==> src/rtl/half_adder_if.sv <==
// Operand/result bundle for the half_adder block.
// The master drives the operands and controls; the slave returns the combinational and registered results.
interface half_adder_if #(
    parameter int unsigned WIDTH = 1,
    parameter int unsigned CNT_W = 16
);
    logic [WIDTH-1:0] a;
    logic [WIDTH-1:0] b;
    logic             in_valid;
    logic             clr_cnt;
    logic [WIDTH-1:0] sum;
    logic [WIDTH-1:0] carry;
    logic [WIDTH-1:0] sum_q;
    logic [WIDTH-1:0] carry_q;
    logic             out_valid;
    logic [CNT_W-1:0] carry_cnt;

    modport master (
        output a, b, in_valid, clr_cnt,
        input  sum, carry, sum_q, carry_q, out_valid, carry_cnt
    );

    modport slave (
        input  a, b, in_valid, clr_cnt,
        output sum, carry, sum_q, carry_q, out_valid, carry_cnt
    );
endinterface

==> src/rtl/half_adder.sv <==
// Bit-parallel half adder with a combinational result, a one-cycle registered copy,
// and a saturating tally of carry lanes on accepted inputs.
module half_adder #(
    parameter int unsigned WIDTH = 1,
    parameter int unsigned CNT_W = 16
) (
    input  logic         clk,
    input  logic         rst_n,
    half_adder_if.slave  bus
);
    // Wide enough to hold cnt + WIDTH without overflowing before the saturation check.
    localparam int unsigned SumW = CNT_W + $clog2(WIDTH + 1);
    localparam logic [CNT_W-1:0] CntMax = '1;

    logic [WIDTH-1:0] sum_w, carry_w;
    logic [WIDTH-1:0] sum_d, sum_q, carry_d, carry_q;
    logic             valid_d, valid_q;
    logic [CNT_W-1:0] cnt_d, cnt_q;
    logic [SumW-1:0]  pop, total;

    assign sum_w   = bus.a ^ bus.b;
    assign carry_w = bus.a & bus.b;

    always_comb begin
        sum_d   = sum_q;
        carry_d = carry_q;
        valid_d = bus.in_valid;
        if (bus.in_valid) begin
            sum_d   = sum_w;
            carry_d = carry_w;
        end
    end

    always_comb begin
        pop = '0;
        for (int i = 0; i < int'(WIDTH); i++) begin
            pop = pop + SumW'(carry_w[i]);
        end
        total = SumW'(cnt_q) + pop;
        cnt_d = cnt_q;
        if (bus.clr_cnt) begin
            cnt_d = '0;
        end else if (bus.in_valid) begin
            cnt_d = (total > SumW'(CntMax)) ? CntMax : total[CNT_W-1:0];
        end
    end

    always_ff @(posedge clk or negedge rst_n) begin
        if (!rst_n) begin
            sum_q   <= '0;
            carry_q <= '0;
            valid_q <= 1'b0;
            cnt_q   <= '0;
        end else begin
            sum_q   <= sum_d;
            carry_q <= carry_d;
            valid_q <= valid_d;
            cnt_q   <= cnt_d;
        end
    end

    assign bus.sum       = sum_w;
    assign bus.carry     = carry_w;
    assign bus.sum_q     = sum_q;
    assign bus.carry_q   = carry_q;
    assign bus.out_valid = valid_q;
    assign bus.carry_cnt = cnt_q;
endmodule

==> src/flat_wrapper.sv <==
// flat-port wrapper written by rule: the top's interface ports become plain ports
module half_adder_flat 
#(
    parameter int unsigned WIDTH = 1,
    parameter int unsigned CNT_W = 16
)
  (clk, rst_n, bus_a, bus_b, bus_in_valid, bus_clr_cnt, bus_sum, bus_carry, bus_sum_q, bus_carry_q, bus_out_valid, bus_carry_cnt);
  half_adder_if #(.WIDTH(WIDTH), .CNT_W(CNT_W)) bus_i ();
  input  logic clk;
  input  logic rst_n;
  input wire logic [$bits(bus_i.a)-1:0] bus_a;
  input wire logic [$bits(bus_i.b)-1:0] bus_b;
  input wire logic [$bits(bus_i.in_valid)-1:0] bus_in_valid;
  input wire logic [$bits(bus_i.clr_cnt)-1:0] bus_clr_cnt;
  output wire logic [$bits(bus_i.sum)-1:0] bus_sum;
  output wire logic [$bits(bus_i.carry)-1:0] bus_carry;
  output wire logic [$bits(bus_i.sum_q)-1:0] bus_sum_q;
  output wire logic [$bits(bus_i.carry_q)-1:0] bus_carry_q;
  output wire logic [$bits(bus_i.out_valid)-1:0] bus_out_valid;
  output wire logic [$bits(bus_i.carry_cnt)-1:0] bus_carry_cnt;
  assign bus_i.a = bus_a;
  assign bus_i.b = bus_b;
  assign bus_i.in_valid = bus_in_valid;
  assign bus_i.clr_cnt = bus_clr_cnt;
  assign bus_sum = bus_i.sum;
  assign bus_carry = bus_i.carry;
  assign bus_sum_q = bus_i.sum_q;
  assign bus_carry_q = bus_i.carry_q;
  assign bus_out_valid = bus_i.out_valid;
  assign bus_carry_cnt = bus_i.carry_cnt;
  half_adder #(.WIDTH(WIDTH), .CNT_W(CNT_W)) u_core (.clk(clk), .rst_n(rst_n), .bus(bus_i));
endmodule
==> config.mk <==
export PLATFORM = sky130hd
export DESIGN_NAME = half_adder_flat
export DESIGN_NICKNAME = d
export VERILOG_FILES = /design/src/rtl/half_adder_if.sv /design/src/rtl/half_adder.sv /design/src/flat_wrapper.sv
export SDC_FILE = /design/constraint.sdc
export NUM_CORES = 1
export LEC_CHECK = 0
export ABC_AREA = 1
export CAP_MARGIN = 10
export CORE_ASPECT_RATIO = 1.5
export CORE_MARGIN = 5
export CORE_UTILIZATION = 50
export DETAILED_ROUTE_END_ITERATION = 6
export GPL_TIMING_DRIVEN = 0
export PLACE_DENSITY_LB_ADDON = 0.08
export SLEW_MARGIN = 20
export SYNTH_ARGS = -nofsm -noshare
export SYNTH_HDL_FRONTEND = slang
export SYNTH_SLANG_ARGS = --single-unit
==> constraint.sdc <==
create_clock -name clk -period 2 [get_ports clk]
set_clock_uncertainty 0.05 [all_clocks]
set_input_delay 0.4 -clock clk [delete_from_list [all_inputs] [get_ports clk]]
set_output_delay 0.4 -clock clk [all_outputs]
set_load 0.01 [all_outputs]
After elaboration in Yosys (flattened, before gate mapping)
Index checks and enable logic that the tools add are counted.
{"block": "totals", "word_cells": 12, "register_bits": 19, "output_inout_bits": 21, "in_bits": 6}
{"block": "op_classes", "n_reduce_logical": 1, "n_bitwise": 2, "mux": 3, "order_cmp": 1, "addsub": 1}
{"cell": "16-bit 2-to-1 mux", "n": 3}
{"cell": "16-bit by 1-bit adder with 17-bit output", "n": 1}
{"cell": "17-bit by 16-bit greater-than comparator with 1-bit output (second input constant)", "n": 1}
{"cell": "2-bit nonzero test", "n": 1}
{"cell": "1-bit AND", "n": 1}
{"cell": "1-bit bitwise XOR", "n": 1}

Depth between registers and ports, before layout
{"block": "depth", "word_depth": 6, "depth_mapped": 11, "ltp_nobuf": 10}

Worst setup path before layout
No wires, ideal clock.
{"block": "synth_path", "path_type": "input to register", "from": "input bus_b", "to": "register u_core.cnt_q[8], in the netlist u_core.bus.carry_cnt[8]", "path_stages": 11, "arrival_ns": 1.586, "n_path_buf": 1, "setup_time_ns": 0.066, "path_slack_ns": 0.298, "required_time_ns": 1.884, "cell_sequence": "ha_1 ha_1 nand2_4 nor2_8 nand2_4 clkinv_2 nand3_4 buf_6 nand2_1 nand2_1 nand2_1"}
{"block": "synth_via", "elab_chain_cells": 6}
{"element": "start: declaration", "line": "flat_wrapper.sv:12", "text": "input wire logic [$bits(bus_i.b)-1:0] bus_b;"}
{"element": "1-bit AND *", "line": "half_adder.sv:22", "text": "assign carry_w = bus.a & bus.b;"}
{"element": "16-bit by 1-bit adder with 17-bit output *", "line": "half_adder.sv:39", "text": "total = SumW'(cnt_q) + pop;"}
{"element": "17-bit by 16-bit greater-than comparator with 1-bit output", "line": "half_adder.sv:44", "text": "cnt_d = (total > SumW'(CntMax)) ? CntMax : total[CNT_W-1:0];"}
{"element": "16-bit 2-to-1 mux *", "line": "half_adder.sv:44"}
{"element": "16-bit 2-to-1 mux *", "line": "half_adder.sv:43", "text": "end else if (bus.in_valid) begin"}
{"element": "16-bit 2-to-1 mux *", "line": "half_adder.sv:41", "text": "if (bus.clr_cnt) begin"}
{"element": "end signal: assignment", "line": "half_adder.sv:58", "text": "cnt_q <= cnt_d;"}
{"element": "end: declaration", "line": "half_adder.sv:18", "text": "logic [CNT_W-1:0] cnt_d, cnt_q;"}
Mark *: on every way between the ends. The rest lies on a longest branch, timed or not. The select of a mux whose other input is x is not followed.
A chain may end at the register's enable or synchronous reset.

Worst setup path in the final report
{"block": "layout_path", "from": "input bus_b", "to": "register u_core.cnt_q[9], in the netlist u_core.bus.carry_cnt[9]"}
The elaborated chain is that of the path after synthesis.

==> impl_results.rst <==
.. list-table::
   :header-rows: 1

   * - Metric
     - Value
   * - Number of register bits inferred by synthesis
     - 19
   * - Cell chain of the critical path
     - clkdlybuf4s50_1 -> ha_2 -> ha_2 -> nand2_4 -> nor2_8 -> nand2_4 -> clkinv_2 -> nand3_4 -> buf_6 -> nand2_1 -> nand2_1 -> nand2_1
   * - Worst min path class
     - register to register
   * - Placement row count
     - 22
   * - Areal power density over the cells
     - 428 nW/um^2
   * - Maximum clock frequency
     - 525 MHz
   * - Number of global-route vias before repair
     - 1,179
   * - Deepest clock path buffer count
     - 2
   * - Net count of the finished layout
     - 219
   * - CTS root buf
     - sky130_fd_sc_hd__clkbuf_4
   * - Family with the most delay on the worst path
     - buffers and inverters
   * - # H-tree levels
     - 1
   * - Cell area after synthesis
     - 1250 um^2
   * - Result of the run
     - completed
   * - Highest-count cells in the layout ignoring fill and taps
     - sky130_fd_sc_hd__nand2_1 (81), sky130_fd_sc_hd__clkdlybuf4s50_1 (24), sky130_fd_sc_hd__inv_1 (19), sky130_fd_sc_hd__dfrtp_1 (19), sky130_fd_sc_hd__nand3_1 (13)
   * - Met1 wire length
     - 1220 um
   * - Total power
     - 685 uW
   * - RSZ-0062 raised after global routing
     - yes
   * - Global-route wire length before repair
     - 5310 um
   * - Antenna diodes
     - 0
   * - Maximum vdd ir drop
     - 515 uV
   * - Synth warnings
     - 0
   * - Final HPWL DP
     - 2340 um
   * - Std-Cell Core Area
     - 2420 um^2
   * - Length in cells of the worst reg-to-reg path
     - 10
   * - Crit path arrival time
     - 2.10 ns
   * - Distinct cell type count of the synthesized netlist
     - 22
   * - Average detailed-routed wire length per instance
     - 12.9 um
   * - Vias/cell
     - 5.02
   * - Library cell appearing most often on the critical path
     - sky130_fd_sc_hd__nand2_1
   * - Critical-path maximum fanout
     - 10
   * - Via count
     - 1,170
   * - Final ANT Viol Nets
     - 0
   * - Drt pass-1 iters
     - 4
   * - Clk pwr share
     - 28.9%
   * - Final hold vios
     - 0
   * - Setup slack of the most critical reg-to-reg path
     - 0.44 ns
   * - Final routed DRC violation total
     - 0
   * - Largest area contributor in the synthesized netlist
     - sky130_fd_sc_hd__dfrtp_1
   * - Count of final max-slew check failures
     - 0
   * - CP Capture Type
     - register
   * - Switching portion of total power
     - 25.7%
   * - Delay of the slowest cell on the worst path
     - 0.46 ns
   * - Reg-to-Reg End
     - u_core.bus.carry_cnt[9]
   * - Die footprint
     - 3620 um^2
   * - Wire length reported by the detailed router
     - 3010 um
   * - Switching power summed over all nets
     - 176 uW
   * - Launching point of the worst reg2reg path
     - u_core.bus.carry_cnt[0]
   * - Total clock sinks
     - 19
   * - Fin worst setup slack
     - 0.0967 ns
   * - Crit path buffers/inverters
     - 3
   * - Maximum number of pins on one net before global-route repair
     - 20
   * - Leading cell type in the layout, fill and taps excluded
     - sky130_fd_sc_hd__nand2_1
   * - Worst slew slack as a fraction of its limit
     - 41.8%
   * - Worst slew pin tran
     - 0.870 ns
   * - Portion of the post-synthesis area used by sequential elements
     - 38.1%
   * - Routed length on met2
     - 1680 um
   * - Worst hold path cell count
     - 1
   * - Relative contribution of combinational cells to total power
     - 12.5%
   * - Seq pwr share
     - 58.5%
   * - Startpoint of the most critical hold path
     - u_core.bus.carry_q
   * - Critical Path RT
     - 2.19 ns
   * - Internal Power
     - 509 uW
   * - Min Tclk post-route
     - 1.90 ns
   * - Kind of start point of the critical path
     - input pin
   * - Area share of the largest cell type after synthesis
     - 38.1%
   * - Setup-violating endpoint count in the final report
     - 0
   * - Overflow left after global routing
     - 0
   * - Total of max-cap violations
     - 0
   * - Area growth, synth to finish
     - 28.1%
   * - Aggregate global-route resource usage
     - 18.4%
   * - Top-Level Pins
     - 27
   * - Syn Nets
     - 186
   * - Ratio of final minimum period to clock period
     - 95.2%
   * - Horizontal extent of the die
     - 50.8 um
   * - Total leakage power
     - 0.000892 uW
   * - CTS tree
     - built
   * - Number of DRC violations after detailed-routing iteration 0
     - 27
   * - TritonCTS buffer count
     - 3
   * - Height of the die
     - 71.2 um
   * - Port bufs
     - 26
   * - Clk pin slew, worst setup/hold paths
     - 0.11 ns
   * - Initial antenna violation count
     - 0
   * - Leading post-synthesis cells by cell area
     - sky130_fd_sc_hd__dfrtp_1 (38%), sky130_fd_sc_hd__nand2_1 (24%), sky130_fd_sc_hd__inv_1 (5.7%)
   * - Initial Utilization
     - 51.5%
   * - Cts-stage hold buffer count
     - 0
   * - Tightest hold margin
     - 0.492 ns
   * - Fraction of layout cells with a size suffix above 1
     - 11.5%
   * - Worst slack after detailed placement
     - -0.324 ns
   * - Met3 wirelength from detailed routing
     - 90 um
   * - Post-synthesis average cell area
     - 7.05 um^2
   * - Crit Path Class
     - input pin to register
   * - Cell with the largest stage delay on the worst path
     - sky130_fd_sc_hd__clkdlybuf4s50_1
   * - Clock insertion delay at the later pin of the skew report
     - 0.29 ns
   * - Gpl congestion
     - 0.900
   * - Sink of the worst hold path
     - u_core.bus.carry_q
   * - Highest metal layer used by the detailed router
     - met4
   * - Synthesized instance count
     - 177
[through the flow]
step | instances | area, um^2 | util (%) | setup TNS [ns]
final | 233 | 1600 | 66.0 | 0
after global routing | 233 | 1600 | 66.0 | -0.0131
after CTS | 231 | 1570 | 64.7 | 0
after detailed placement | 227 | 1540 | 63.5 | -4.31
after global placement | 227 | 1540 | 63.5 | -3.86
after floorplan | 177 | 1250 | - | 0
[cell usage after synthesis]
cell	instances
sky130_fd_sc_hd__nand2_1	81
sky130_fd_sc_hd__dfrtp_1	19
sky130_fd_sc_hd__inv_1	19
sky130_fd_sc_hd__nand3_1	14
sky130_fd_sc_hd__nor2_1	13
sky130_fd_sc_hd__xor2_1	5
sky130_fd_sc_hd__ha_1	3
sky130_fd_sc_hd__o21ai_0	3
sky130_fd_sc_hd__xnor2_1	3
sky130_fd_sc_hd__mux2_2	2
sky130_fd_sc_hd__nand2_4	2
sky130_fd_sc_hd__nand4_1	2
sky130_fd_sc_hd__nor2_2	2
sky130_fd_sc_hd__buf_2	1
sky130_fd_sc_hd__buf_6	1
sky130_fd_sc_hd__clkbuf_1	1
sky130_fd_sc_hd__clkinv_2	1
sky130_fd_sc_hd__nand2_2	1
sky130_fd_sc_hd__nand3_4	1
sky130_fd_sc_hd__nor2_8	1
sky130_fd_sc_hd__nor3_2	1
sky130_fd_sc_hd__o21bai_1	1
[sequential cells by signal, summed over array words and instances, names as in the netlist]
register and count:
u_core.bus.carry_cnt 16, u_core.bus.carry_q 1, u_core.bus.out_valid 1, u_core.bus.sum_q 1
[cell type report]
type,instances,area (um^2)
tap,24,30.0
buffer,3,20.0
fill,231,823
sequential,19,475
clock buffer,3,22.5
clock inverter,1,5.00
inverter,20,76.3
timing repair buffer,28,273
multi-input combinational,135,697
[logic make-up (layout without fill, tap and decap cells)]
kind of cell    after synthesis  in the layout  synth area share (%)
mux                           2              2                  1.80
simple gates                118            118                  42.0
flops                        19             19                  38.1
fa+ha+maj                     3              3                  3.01
compound gates                4              4                  1.80
buf+inv                      23             55                  7.71
xor+xnor                      8              8                  5.61
[per-layer routing]
| layer | track usage (%) | up-vias |
|---|---|---|
| met1 | 22.4 | 540 |
| met3 | 2.74 | 4 |
| met4 | 3.41 | 0 |
| li1 | - | 605 |
| met5 | 0 | - |
| met2 | 33.4 | 21 |
[worst max-delay path by stage]
stage	to	start	slack [ns]	depth (start not counted)
after CTS	u_core.bus.carry_cnt[9]	bus_b	0.004	12
after detailed placement	u_core.bus.carry_cnt[13]	bus_b	-0.32	10
final	u_core.bus.carry_cnt[9]	bus_b	0.1	12
after floorplan	u_core.bus.carry_cnt[8]	bus_b	0.30	11
after global placement	u_core.bus.carry_cnt[9]	bus_b	-0.28	12
after global routing	u_core.bus.carry_cnt[8]	bus_a	-0.01	12
[worst register-to-register path: stages (launching register included)]
cell                       delay [ns]
sky130_fd_sc_hd__dfrtp_1         0.42
sky130_fd_sc_hd__ha_2            0.22
sky130_fd_sc_hd__nand2_4         0.08
sky130_fd_sc_hd__nor2_8          0.14
sky130_fd_sc_hd__nand2_4         0.08
sky130_fd_sc_hd__clkinv_2        0.08
sky130_fd_sc_hd__nand3_4         0.10
sky130_fd_sc_hd__buf_6           0.17
sky130_fd_sc_hd__nand2_1         0.07
sky130_fd_sc_hd__nand2_1         0.05
sky130_fd_sc_hd__nand2_1         0.07
[repair_timing]
action / in CTS / in global routing
resized for setup: 3 / 5
setup endpoints to repair: 4 / 12
pin swaps: 0 / 2
buffers inserted: 0 / 2
[power groups by stage]
stage	sequential [uW]	combinational (uW)	clock, uW
floorplan	412	30.2	0
finish	401	85.9	198
global route	404	94.8	232
detailed placement	409	87.0	0
global placement	407	83.6	0
CTS	401	85.1	206
Power figures use the tool's default switching activity.
